===== config.mk =====
export PLATFORM = sky130hd
export DESIGN_NAME = debounce_bank
export DESIGN_NICKNAME = d
export VERILOG_FILES = /design/src/rtl/debounce_pkg.sv /design/src/rtl/debounce_channel.sv /design/src/rtl/debounce_bank.sv
export SDC_FILE = /design/constraint.sdc
export NUM_CORES = 1
export LEC_CHECK = 0
export CAP_MARGIN = 20
export CORE_AREA = 8 8 96 89
export DETAILED_ROUTE_END_ITERATION = 16
export DIE_AREA = 0 0 104 97
export PLACE_DENSITY = 0.73
export RECOVER_POWER = 50
export SKIP_CTS_REPAIR_TIMING = 1
export SLEW_MARGIN = 5
export SYNTH_ARGS = -nofsm -noshare
export SYNTH_HDL_FRONTEND = slang
export SYNTH_HIERARCHICAL = 1
export SYNTH_SLANG_ARGS = --single-unit

===== constraint.sdc =====
create_clock -name clk -period 3.3 [get_ports clk]
set_input_delay 0.33 -clock clk [delete_from_list [all_inputs] [get_ports clk]]
set_output_delay 0.33 -clock clk [all_outputs]
set_load 0.05 [all_outputs]

===== src/rtl/debounce_pkg.sv =====
// debounce_pkg: shared constants and width helpers for the debounce bank.
//   clog2_min1  - ceil(log2(v)), never less than 1 (keeps 1-bit minimum vectors)
//   cnt_width   - stability counter width for a given STABLE_CYCLES
//   hold_width  - hold/repeat counter width for given delay and period
//   *_50MHZ     - default timing constants for a 50 MHz system clock
package debounce_pkg;

    localparam int unsigned DB_STABLE_50MHZ  = 40000;     // 0.8 ms
    localparam int unsigned RPT_DELAY_50MHZ  = 25000000;  // 0.5 s before first repeat
    localparam int unsigned RPT_PERIOD_50MHZ = 5000000;   // 0.1 s between repeats

    function automatic int unsigned clog2_min1(input int unsigned v);
        int unsigned w;
        w = (v > 1) ? $clog2(v) : 1;
        return (w < 1) ? 1 : w;
    endfunction

    function automatic int unsigned cnt_width(input int unsigned stable_cycles);
        return clog2_min1(stable_cycles);
    endfunction

    function automatic int unsigned hold_width(input int unsigned delay,
                                               input int unsigned period);
        int unsigned m;
        m = (delay > period) ? delay : period;
        return clog2_min1(m + 1);
    endfunction

endpackage


===== src/rtl/debounce_channel.sv =====
// debounce_channel: one debounced input.
//   clk, rst_n : system clock, synchronous active-low reset
//   in         : raw asynchronous input
//   level      : debounced level (registered)
//   press      : one-cycle strobe in the first cycle level reads 1
//   rel        : one-cycle strobe in the first cycle level reads 0
//                ("release" is a reserved word, hence the short name)
//   rpt        : one-cycle auto-repeat strobe while level is held high
module debounce_channel
    import debounce_pkg::*;
#(
    parameter int unsigned STABLE_CYCLES = DB_STABLE_50MHZ,
    parameter bit          REPEAT_EN     = 1'b0,
    parameter int unsigned REPEAT_DELAY  = RPT_DELAY_50MHZ,
    parameter int unsigned REPEAT_PERIOD = RPT_PERIOD_50MHZ
) (
    input  logic clk,
    input  logic rst_n,
    input  logic in,
    output logic level,
    output logic press,
    output logic rel,
    output logic rpt
);

    localparam int unsigned CW = cnt_width(STABLE_CYCLES);
    localparam int unsigned HW = hold_width(REPEAT_DELAY, REPEAT_PERIOD);

    localparam logic [CW-1:0] CntMax    = CW'(STABLE_CYCLES - 1);
    localparam logic [HW-1:0] DelayMax  = HW'(REPEAT_DELAY - 1);
    localparam logic [HW-1:0] PeriodMax = HW'(REPEAT_PERIOD - 1);

    logic          s1_q, s_q;
    logic [CW-1:0] cnt_q, cnt_d;
    logic          level_q, level_d;
    logic          press_q, rel_q;
    logic [HW-1:0] hcnt_q, hcnt_d;
    logic          hphase_q, hphase_d;
    logic          rpt_q, rpt_d;

    // Stability filter: any agreeing sample restarts qualification.
    always_comb begin
        cnt_d   = cnt_q;
        level_d = level_q;
        if (s_q == level_q) begin
            cnt_d = '0;
        end else if (cnt_q == CntMax) begin
            level_d = s_q;
            cnt_d   = '0;
        end else begin
            cnt_d = cnt_q + 1'b1;
        end
    end

    // Hold counter only runs while level was already high and stays high, so it
    // starts the cycle after press and is cleared on the same edge as a release.
    always_comb begin
        hcnt_d   = '0;
        hphase_d = 1'b0;
        rpt_d    = 1'b0;
        if (REPEAT_EN && level_q && level_d) begin
            if (!hphase_q && hcnt_q == DelayMax) begin
                rpt_d    = 1'b1;
                hphase_d = 1'b1;
            end else if (hphase_q && hcnt_q == PeriodMax) begin
                rpt_d    = 1'b1;
                hphase_d = 1'b1;
            end else begin
                hcnt_d   = hcnt_q + 1'b1;
                hphase_d = hphase_q;
            end
        end
    end

    always_ff @(posedge clk) begin
        if (!rst_n) begin
            s1_q     <= 1'b0;
            s_q      <= 1'b0;
            cnt_q    <= '0;
            level_q  <= 1'b0;
            press_q  <= 1'b0;
            rel_q    <= 1'b0;
            hcnt_q   <= '0;
            hphase_q <= 1'b0;
            rpt_q    <= 1'b0;
        end else begin
            s1_q     <= in;
            s_q      <= s1_q;
            cnt_q    <= cnt_d;
            level_q  <= level_d;
            press_q  <= level_d & ~level_q;
            rel_q    <= ~level_d & level_q;
            hcnt_q   <= hcnt_d;
            hphase_q <= hphase_d;
            rpt_q    <= rpt_d;
        end
    end

    assign level = level_q;
    assign press = press_q;
    assign rel   = rel_q;
    assign rpt   = rpt_q;

endmodule


===== src/rtl/debounce_bank.sv =====
// debounce_bank: N independent debounce channels sharing one clock and reset.
//   clk, rst_n : system clock, synchronous active-low reset
//   in[N]      : raw asynchronous inputs, bit i = channel i
//   level[N]   : debounced levels
//   press[N]   : one-cycle rising strobes
//   rel[N]     : one-cycle falling (release) strobes
//   rpt[N]     : auto-repeat strobes, constant 0 unless REPEAT_EN
module debounce_bank
    import debounce_pkg::*;
#(
    parameter int unsigned N             = 4,
    parameter int unsigned STABLE_CYCLES = DB_STABLE_50MHZ,
    parameter bit          REPEAT_EN     = 1'b0,
    parameter int unsigned REPEAT_DELAY  = RPT_DELAY_50MHZ,
    parameter int unsigned REPEAT_PERIOD = RPT_PERIOD_50MHZ
) (
    input  logic         clk,
    input  logic         rst_n,
    input  logic [N-1:0] in,
    output logic [N-1:0] level,
    output logic [N-1:0] press,
    output logic [N-1:0] rel,
    output logic [N-1:0] rpt
);

    for (genvar i = 0; i < N; i++) begin : g_ch
        debounce_channel #(
            .STABLE_CYCLES(STABLE_CYCLES),
            .REPEAT_EN    (REPEAT_EN),
            .REPEAT_DELAY (REPEAT_DELAY),
            .REPEAT_PERIOD(REPEAT_PERIOD)
        ) u_ch (
            .clk  (clk),
            .rst_n(rst_n),
            .in   (in[i]),
            .level(level[i]),
            .press(press[i]),
            .rel  (rel[i]),
            .rpt  (rpt[i])
        );
    end

endmodule


# After elaboration in Yosys (flattened, before gate mapping)
# Cells that the tools add are included.
[word_totals]
ff_bits = 84
input_bits = 6
out_inout_bits = 16
elab_cells = 65
[classes]
addsub = 4
eq_ne = 8
mux = 8
bitwise_logic = 17
n_reduce_logical = 4
[op_table]
columns = ["cell", "count"]
rows = [
  ["16-bit by 1-bit adder with 16-bit output (second input constant)", 4],
  ["16-bit == test (second input constant)", 4],
  ["3-bit OR reduction", 4],
  ["1-bit NOT", 9],
  ["1-bit AND", 8],
  ["1-bit 2-to-1 mux", 8],
  ["1-bit == test", 4],
]

# Longest topological paths before layout
# Gate-level depths: netlist of the first run.
[logic_depth]
ltp_word = 5
depth_mapped = 7

# Modules after synthesis
# The synthesis of the first run kept the hierarchy.
[modules_own_cells]
columns = ["mod", "n_inst", "cells_per_inst", "area_each_um2", "seq_area_each_um2"]
rows = [
  ["debounce_channel", 4, 99, 923.4, 420.4],
]

# Least setup slack after synthesis of the first run
# No wires, ideal clock.
[synth_path]
path_type = "reg2reg"
from = "register g_ch[0].u_ch.cnt_q[0]"
to = "register g_ch[0].u_ch.cnt_q[10]"
arrival_ns = 1.510
required_ns = 3.183
setup_slack_ns = 1.673
stages_incl_launch_ff = 8
path_buffers = 2
period_less_slack_ns = 1.627
cell_sequence = "dfxtp_1 > ha_1 > clkbuf_1 > and4_1 > nand4_1 > nand3_1 > buf_2 > nor2_1"
[synth_via]
elab_chain_len = 2
[synth_rtl]
columns = ["item", "line", "text"]
rows = [
  ["start: declaration", "debounce_channel.sv:34", "logic [CW-1:0] cnt_q, cnt_d;"],
  ["start signal: assignment", "debounce_channel.sv:89", "cnt_q <= cnt_d;"],
  ["branches (longest 2 deep; another with 16-bit by 1-bit adder with 16-bit output)", "-", ""],
]
# Several ways; the timed one is not identified.
# A chain may end at the register's enable or synchronous reset.

# Worst setup path in the final report of the first run
[layout_path]
from = "register g_ch[3].u_ch.level_q"
to = "output port level[3]"
[layout_lines]
columns = ["item", "line", "text"]
rows = [
  ["start: declaration", "debounce_channel.sv:35", "logic level_q, level_d;"],
  ["start signal: assignment", "debounce_channel.sv:90", "level_q <= level_d;"],
  ["end: declaration", "debounce_bank.sv:20", "output logic [N-1:0] level,"],
]
# No word-level cell between the ends.

==> results of run 1 <==
-- registers in the layout (all words and copies together), names as in the netlist --
name	cells
g_ch.u_ch/s1_q	4
g_ch.u_ch/cnt_q	64
g_ch.u_ch/s_q	4
g_ch.u_ch/rel	4
g_ch.u_ch/level	4
g_ch.u_ch/press	4
-- cells by family after synthesis --
family,synth area share
buf+inv,0.0420
fa+ha+maj,0.0136
compound gates,0.0136
flops,0.455
simple gates,0.328
xor+xnor,0.133
other cells,0.00406
mux,0.0108
-- synth_stat cells --
master     n
a21oi_1    4
and2_1    16
and3_1     4
and4_1    16
buf_2      4
buf_4      4
buf_6      4
clkbuf_1   4
clkbuf_4   4
conb_1     4
dfxtp_1   84
ha_1       4
inv_1      4
mux2i_1    4
nand2_1   12
nand2_4    4
nand3_1   24
nand4_1   36
nor2_1    64
nor2b_1    4
nor3_1     4
nor3b_1    8
nor4_1     4
nor4bb_1   8
o31ai_1    4
or4_1      8
xnor2_1    8
xor2_1    48
-- power by group --
group | switching (W) | internal, W | leakage [nW] | total, W
clock network | 0.000360 | 0.000375 | 0.105 | 0.000735
logic | 0.0000221 | 0.0000104 | 0.684 | 0.0000325
registers | 0.00000411 | 0.00102 | 0.678 | 0.00102
total | 0.000386 | 0.00140 | 1.47 | 0.00179
-- metal layers --
metal / vias to the layer above / GRT usage
met4: 0 / 0.0367
met1: 1237 / 0.172
met3: 2 / 0.0517
met2: 36 / 0.204
met5: - / 0
li1: 1395 / -
-- worst paths after layout --
path                                       startpoint                     end  slack [ps]  cells past startpoint
worst min-delay path                g_ch[0].u_ch/s1_q        g_ch[0].u_ch/s_q         440                      1
worst min register to register      g_ch[0].u_ch/s1_q        g_ch[0].u_ch/s_q         440                      1
worst max register to register  g_ch[0].u_ch/cnt_q[0]  g_ch[0].u_ch/cnt_q[15]        1420                      5
worst max-delay path               g_ch[3].u_ch/level                level[3]        1350                      1
-- per-stage QoR --
stage / instances / hold WS, ps
finish: 502 / 436
global route: 502 / 442
detailed placement: 486 / 423
CTS: 502 / 440
global placement: 486 / 415
floorplan: 396 / 412
-- area by class of cell --
| type | instances | area [um^2] | area share |
|---|---|---|---|
| clock inverter | 5 | 60.1 | 0.0149 |
| tap | 93 | 116 | 0.0288 |
| inverter | 4 | 15.0 | 0.00372 |
| multi-input combinational | 288 | 1860 | 0.459 |
| timing repair buffer | 17 | 170 | 0.0421 |
| sequential | 84 | 1680 | 0.416 |
| clock buffer | 11 | 141 | 0.0350 |
==> results.py, run 1 <==
metrics = {
    "status": {
        "status": "finished clean",
    },
    "routing": {
        "ant_nets": 0,
        "first_pass_iters": 4,
        "routed_wl_um": 6610,
        "top_layer": "met4",
        "met2WireLength_um": 3090,
        "routed_via_density": 5.32,
        "routed-via-count": 2670,
        "wl_met3_um": 264,
        "drt_iter0_drc": 86,
        "wl_met1_um": 3230,
        "wire_per_inst_um": 13.2,
        "drc": 0,
    },
    "sta": {
        "clock.fmax_ghz": 0.513,
        "final.setup_skew_ps": 10.4,
        "rsz0062_at_grt": "no",
        "finalHoldViolCount": 0,
        "report.final.slew_viol_count": 0,
        "tightest_slew_ps": 603,
        "fin_crit_sh": 0.591,
        "setup_tns_ps": 0,
        "finalCriticalPeriod_ps": 1950,
        "setup_slack_ps": 1350,
        "relSlewSlack": 0.597,
        "setup_viol": 0,
    },
    "finish": {
        "final_common_cell": "dfxtp_1",
        "diodes": 0,
        "most-common-layout-cells": "dfxtp_1 (84), nor2_1 (64), xor2_1 (48)",
        "finalNetCount": 414,
        "post-route-util": 0.586,
        "fillers": 625,
        "area_delta_synth_final_pct": 9.42,
        "drive_gt1_frac": 0.0465,
        "final_area_um2": 4040,
    },
    "setup_path": {
        "path_cells": "clkdlybuf4s50_1",
        "critPathRequiredTime_ps": 2970,
        "crit_type": "reg -> out",
        "cpPeakStageDelay_ps": 840,
        "worst-path-buf-inv": 1,
        "path_delay_family": "buffers and inverters",
        "cp_data_arrival_time_ps": 1620,
        "start_kind": "flip-flop",
        "path_max_fanout": 5,
        "endpoint_kind": "output pin",
        "crit_path_top_delay_cell": "clkdlybuf4s50_1",
    },
    "logic_synthesis": {
        "synth_cell_types": 28,
        "syn-num-nets": 406,
        "syn_avg_cell_area_um2": 9.33,
        "syn-cell-area_um2": 3690,
        "synth-seq-area-share": 0.455,
        "synth_top_area_cell": "dfxtp_1",
        "synthesis.instances": 396,
        "yosys.area.top_type_share": 0.455,
        "netlist_top_cells_area": "dfxtp_1 (46%), xor2_1 (11%), nor2_1 (6.5%)",
        "yosys_warnings": 6,
        "synth-seq-cells": 84,
    },
    "power_and_ir_drop": {
        "p_leak_nw": 1.47,
        "p_total_w": 0.00179,
        "peakVddDrop_mv": 0.259,
        "powerDensity_nw_per_um2": 443,
    },
    "floorplanning": {
        "dieHeight_um": 97,
        "io_pins": 22,
        "num_rows": 29,
        "coreArea_um2": 6890,
        "die_w_um": 104,
        "initial_utilization": 0.536,
        "die_area_um2": 10100,
    },
    "grt": {
        "grt_max_degree": 21,
        "antenna_found_initial": 0,
        "grt-ovfl-total": 0,
        "grt_pass1_vias": 2456,
        "track_usage": 0.134,
        "grt_pass1_wl_um": 11400,
    },
    "hold_path": {
        "hold_path.class": "reg -> reg",
    },
    "clocking": {
        "cts-htree-levels": 3,
        "clk_pin_slew_worst_paths_ps": 90,
        "cts_root_buf": "clkbuf_8",
        "cts.sinks": 84,
        "cts_tree": "done",
        "clockBufferDepth": 2,
        "clock_latency_ps": 340,
        "cts_made_buffers": 9,
    },
    "placed_design": {
        "postPlaceCellArea_um2": 3840,
        "dpl.hpwl_um": 4490,
        "pre_cts_ws_ps": 1120,
        "gp_congestion": 0.847,
        "port_buffers": 17,
    },
    "job": {
        "drv_cap": 0,
    },
}
(Power assumes the default switching activity.)
==> run 2: changes to the inputs <==
--- a/config.mk
+++ b/config.mk
@@ -6,10 +6,10 @@
 export NUM_CORES = 1
 export LEC_CHECK = 0
 export CAP_MARGIN = 20
-export CORE_AREA = 8 8 96 89
+export CORE_AREA = 8 8 97 91
 export DETAILED_ROUTE_END_ITERATION = 16
-export DIE_AREA = 0 0 104 97
-export PLACE_DENSITY = 0.73
+export DIE_AREA = 0 0 105 99
+export PLACE_DENSITY = 0.74
 export RECOVER_POWER = 50
 export SKIP_CTS_REPAIR_TIMING = 1
 export SLEW_MARGIN = 5
==> constraint.sdc (replaced) <==
create_clock -name clk -period 1.7 [get_ports clk]
set_input_delay 0.17 -clock clk [delete_from_list [all_inputs] [get_ports clk]]
set_output_delay 0.17 -clock clk [all_outputs]
set_load 0.05 [all_outputs]
==> run 2 against run 1 <==
Net effect: count of clock-buffer cells in the layout is 1 higher; cell area up 2.0%; non-clock buffer count up 20; largest power group unchanged; first-iteration DRC count rose by 33%; flip-flop and latch count did not move; wire length up 1.3%; highest routed layer unchanged; critical path depth is the same.
==> results.py, run 2 (same netlist as run 1, synthesis figures left out) <==
metrics = {
    "floorplanning": {
        "coreArea_um2": 7210,
        "initial_utilization": 0.512,
        "num_rows": 30,
        "die_area_um2": 10400,
        "dieHeight_um": 99,
        "die_w_um": 105,
        "io_pins": 22,
    },
    "power_and_ir_drop": {
        "p_comb_frac": 0.021,
        "peakVddDrop_mv": 0.455,
        "powerDensity_nw_per_um2": 793,
        "internal_power_w": 0.00257,
        "switching_share": 0.215,
        "p_total_w": 0.00327,
        "p_leak_nw": 1.50,
        "p_sw_w": 0.000703,
        "power_frac_clock": 0.372,
        "seqPwrFrac": 0.607,
    },
    "setup_path": {
        "critPathRequiredTime_ps": 1530,
        "start_kind": "flip-flop",
        "crit_type": "reg -> out",
        "reg2reg_slack_ps": 180,
        "path_max_fanout": 1,
        "crit_path_top_delay_cell": "clkdlybuf4s50_1",
        "path_delay_family": "buffers and inverters",
        "worst-path-buf-inv": 1,
        "endpoint_kind": "output pin",
        "cp_data_arrival_time_ps": 1460,
        "path_cells": "clkdlybuf4s50_1",
        "cpPeakStageDelay_ps": 800,
    },
    "clocking": {
        "clockBufferDepth": 2,
        "clock_latency_ps": 330,
        "cts.sinks": 84,
        "cts_made_buffers": 9,
        "cts-htree-levels": 3,
        "cts_tree": "done",
        "cts_root_buf": "clkbuf_8",
        "clk_pin_slew_worst_paths_ps": 80,
    },
    "sta": {
        "report.final.slew_viol_count": 0,
        "rsz0062_at_grt": "no",
        "setup_viol": 0,
        "relSlewSlack": 0.522,
        "tightest_slew_ps": 716,
        "final.setup_skew_ps": 7.93,
        "clock.fmax_ghz": 0.614,
        "finalHoldViolCount": 0,
        "fin_crit_sh": 0.959,
        "finalCriticalPeriod_ps": 1630,
        "setup_tns_ps": 0,
    },
    "routing": {
        "wire_per_inst_um": 12.8,
        "routed_via_density": 5.34,
        "ant_nets": 0,
        "routed_wl_um": 6700,
        "routed-via-count": 2804,
        "first_pass_iters": 4,
        "drt_iter0_drc": 114,
        "drc": 0,
    },
    "grt": {
        "antenna_found_initial": 0,
        "grt_max_degree": 21,
        "grt_pass1_vias": 2653,
        "grt-ovfl-total": 0,
        "grt_pass1_wl_um": 11700,
        "track_usage": 0.134,
    },
    "status": {
        "status": "finished clean",
    },
    "finish": {
        "final_common_cell": "dfxtp_1",
        "drive_gt1_frac": 0.0862,
        "largest_register": "g_ch.u_ch/cnt_q",
        "most-common-layout-cells": "dfxtp_1 (84), nor2_1 (64), xor2_1 (48)",
        "largest_reg_flops": 64,
        "area_delta_synth_final_pct": 11.7,
        "finalNetCount": 434,
        "fillers": 655,
        "diodes": 0,
    },
    "placed_design": {
        "dpl.hpwl_um": 4720,
        "port_buffers": 17,
        "gp_congestion": 0.858,
    },
    "job": {
        "drv_cap": 0,
    },
    "hold_path": {
        "hold_path.class": "in -> reg",
    },
}
==> run 2: changes by cell type in the layout (fill, tap and decap cells not counted), sizes merged <==
cell,before,now
clkinv,3,2
dlygate4sd3,9,1
buf,0,17
clkdlybuf4s50,8,11
clkinvlp,0,2
clkbuf,11,20
inv,5,4
bufinv,1,0
==> run 2: worst register-to-register path, delay by kind of cell (launching register included) <==
| kind | cells | cell delay (ps) |
|---|---|---|
| flops | 1 | 370 |
| simple gates | 4 | 1060 |
==> run 2: layout make-up <==
type                       count  area (um^2)  area share
clock inverter                 4         25.0     0.00607
sequential                    84         1680       0.408
tap                           96          120      0.0291
inverter                       4         15.0     0.00364
timing repair buffer          37          280      0.0680
multi-input combinational    288         1860       0.450
clock buffer                  12          145      0.0352
==> run 2: worst paths after layout <==
kind / cells after the start / from / end
hold / removal: 2 / in[3] / g_ch[3].u_ch/s1_q
hold reg to reg: 1 / g_ch[0].u_ch/s1_q / g_ch[0].u_ch/s_q
setup / recovery: 1 / g_ch[2].u_ch/rel / rel[2]
setup reg to reg: 4 / g_ch[0].u_ch/cnt_q[7] / g_ch[0].u_ch/press
==> run 2: power by group through the flow <==
| stage | registers [W] | logic, W | clock network [W] |
|---|---|---|---|
| 6_report | 0.00198 | 0.0000684 | 0.00122 |
| 5_1_grt | 0.00199 | 0.0000742 | 0.00135 |
| 4_1_cts | 0.00198 | 0.0000714 | 0.00127 |
| 3_5_place_dp | 0.00203 | 0.0000709 | 0 |
| 3_3_place_gp | 0.00203 | 0.0000701 | 0 |
| 2_1_floorplan | 0.00203 | 0.0000500 | 0 |
==> run 2: through the flow <==
stage          instances  hold WS [ps]  cell area, um^2   util  worst slack [ps]
6_report             525           421             4120  0.572              70.2
2_1_floorplan        396           292             3690      -              73.2
3_3_place_gp         509           415             3980  0.553               271
3_5_place_dp         509           419             3980  0.553               198
4_1_cts              525           395             4150  0.576              38.2
5_1_grt              525           389             4120  0.572              9.55
==> run 2: metal layers <==
metal / vias up / track usage / wire length (um)
li1: 1439 / - / -
met1: 1314 / 0.161 / 3230
met2: 47 / 0.218 / 3050
met3: 4 / 0.0476 / 362
met4: 0 / 0.0406 / 51
met5: - / 0 / 0
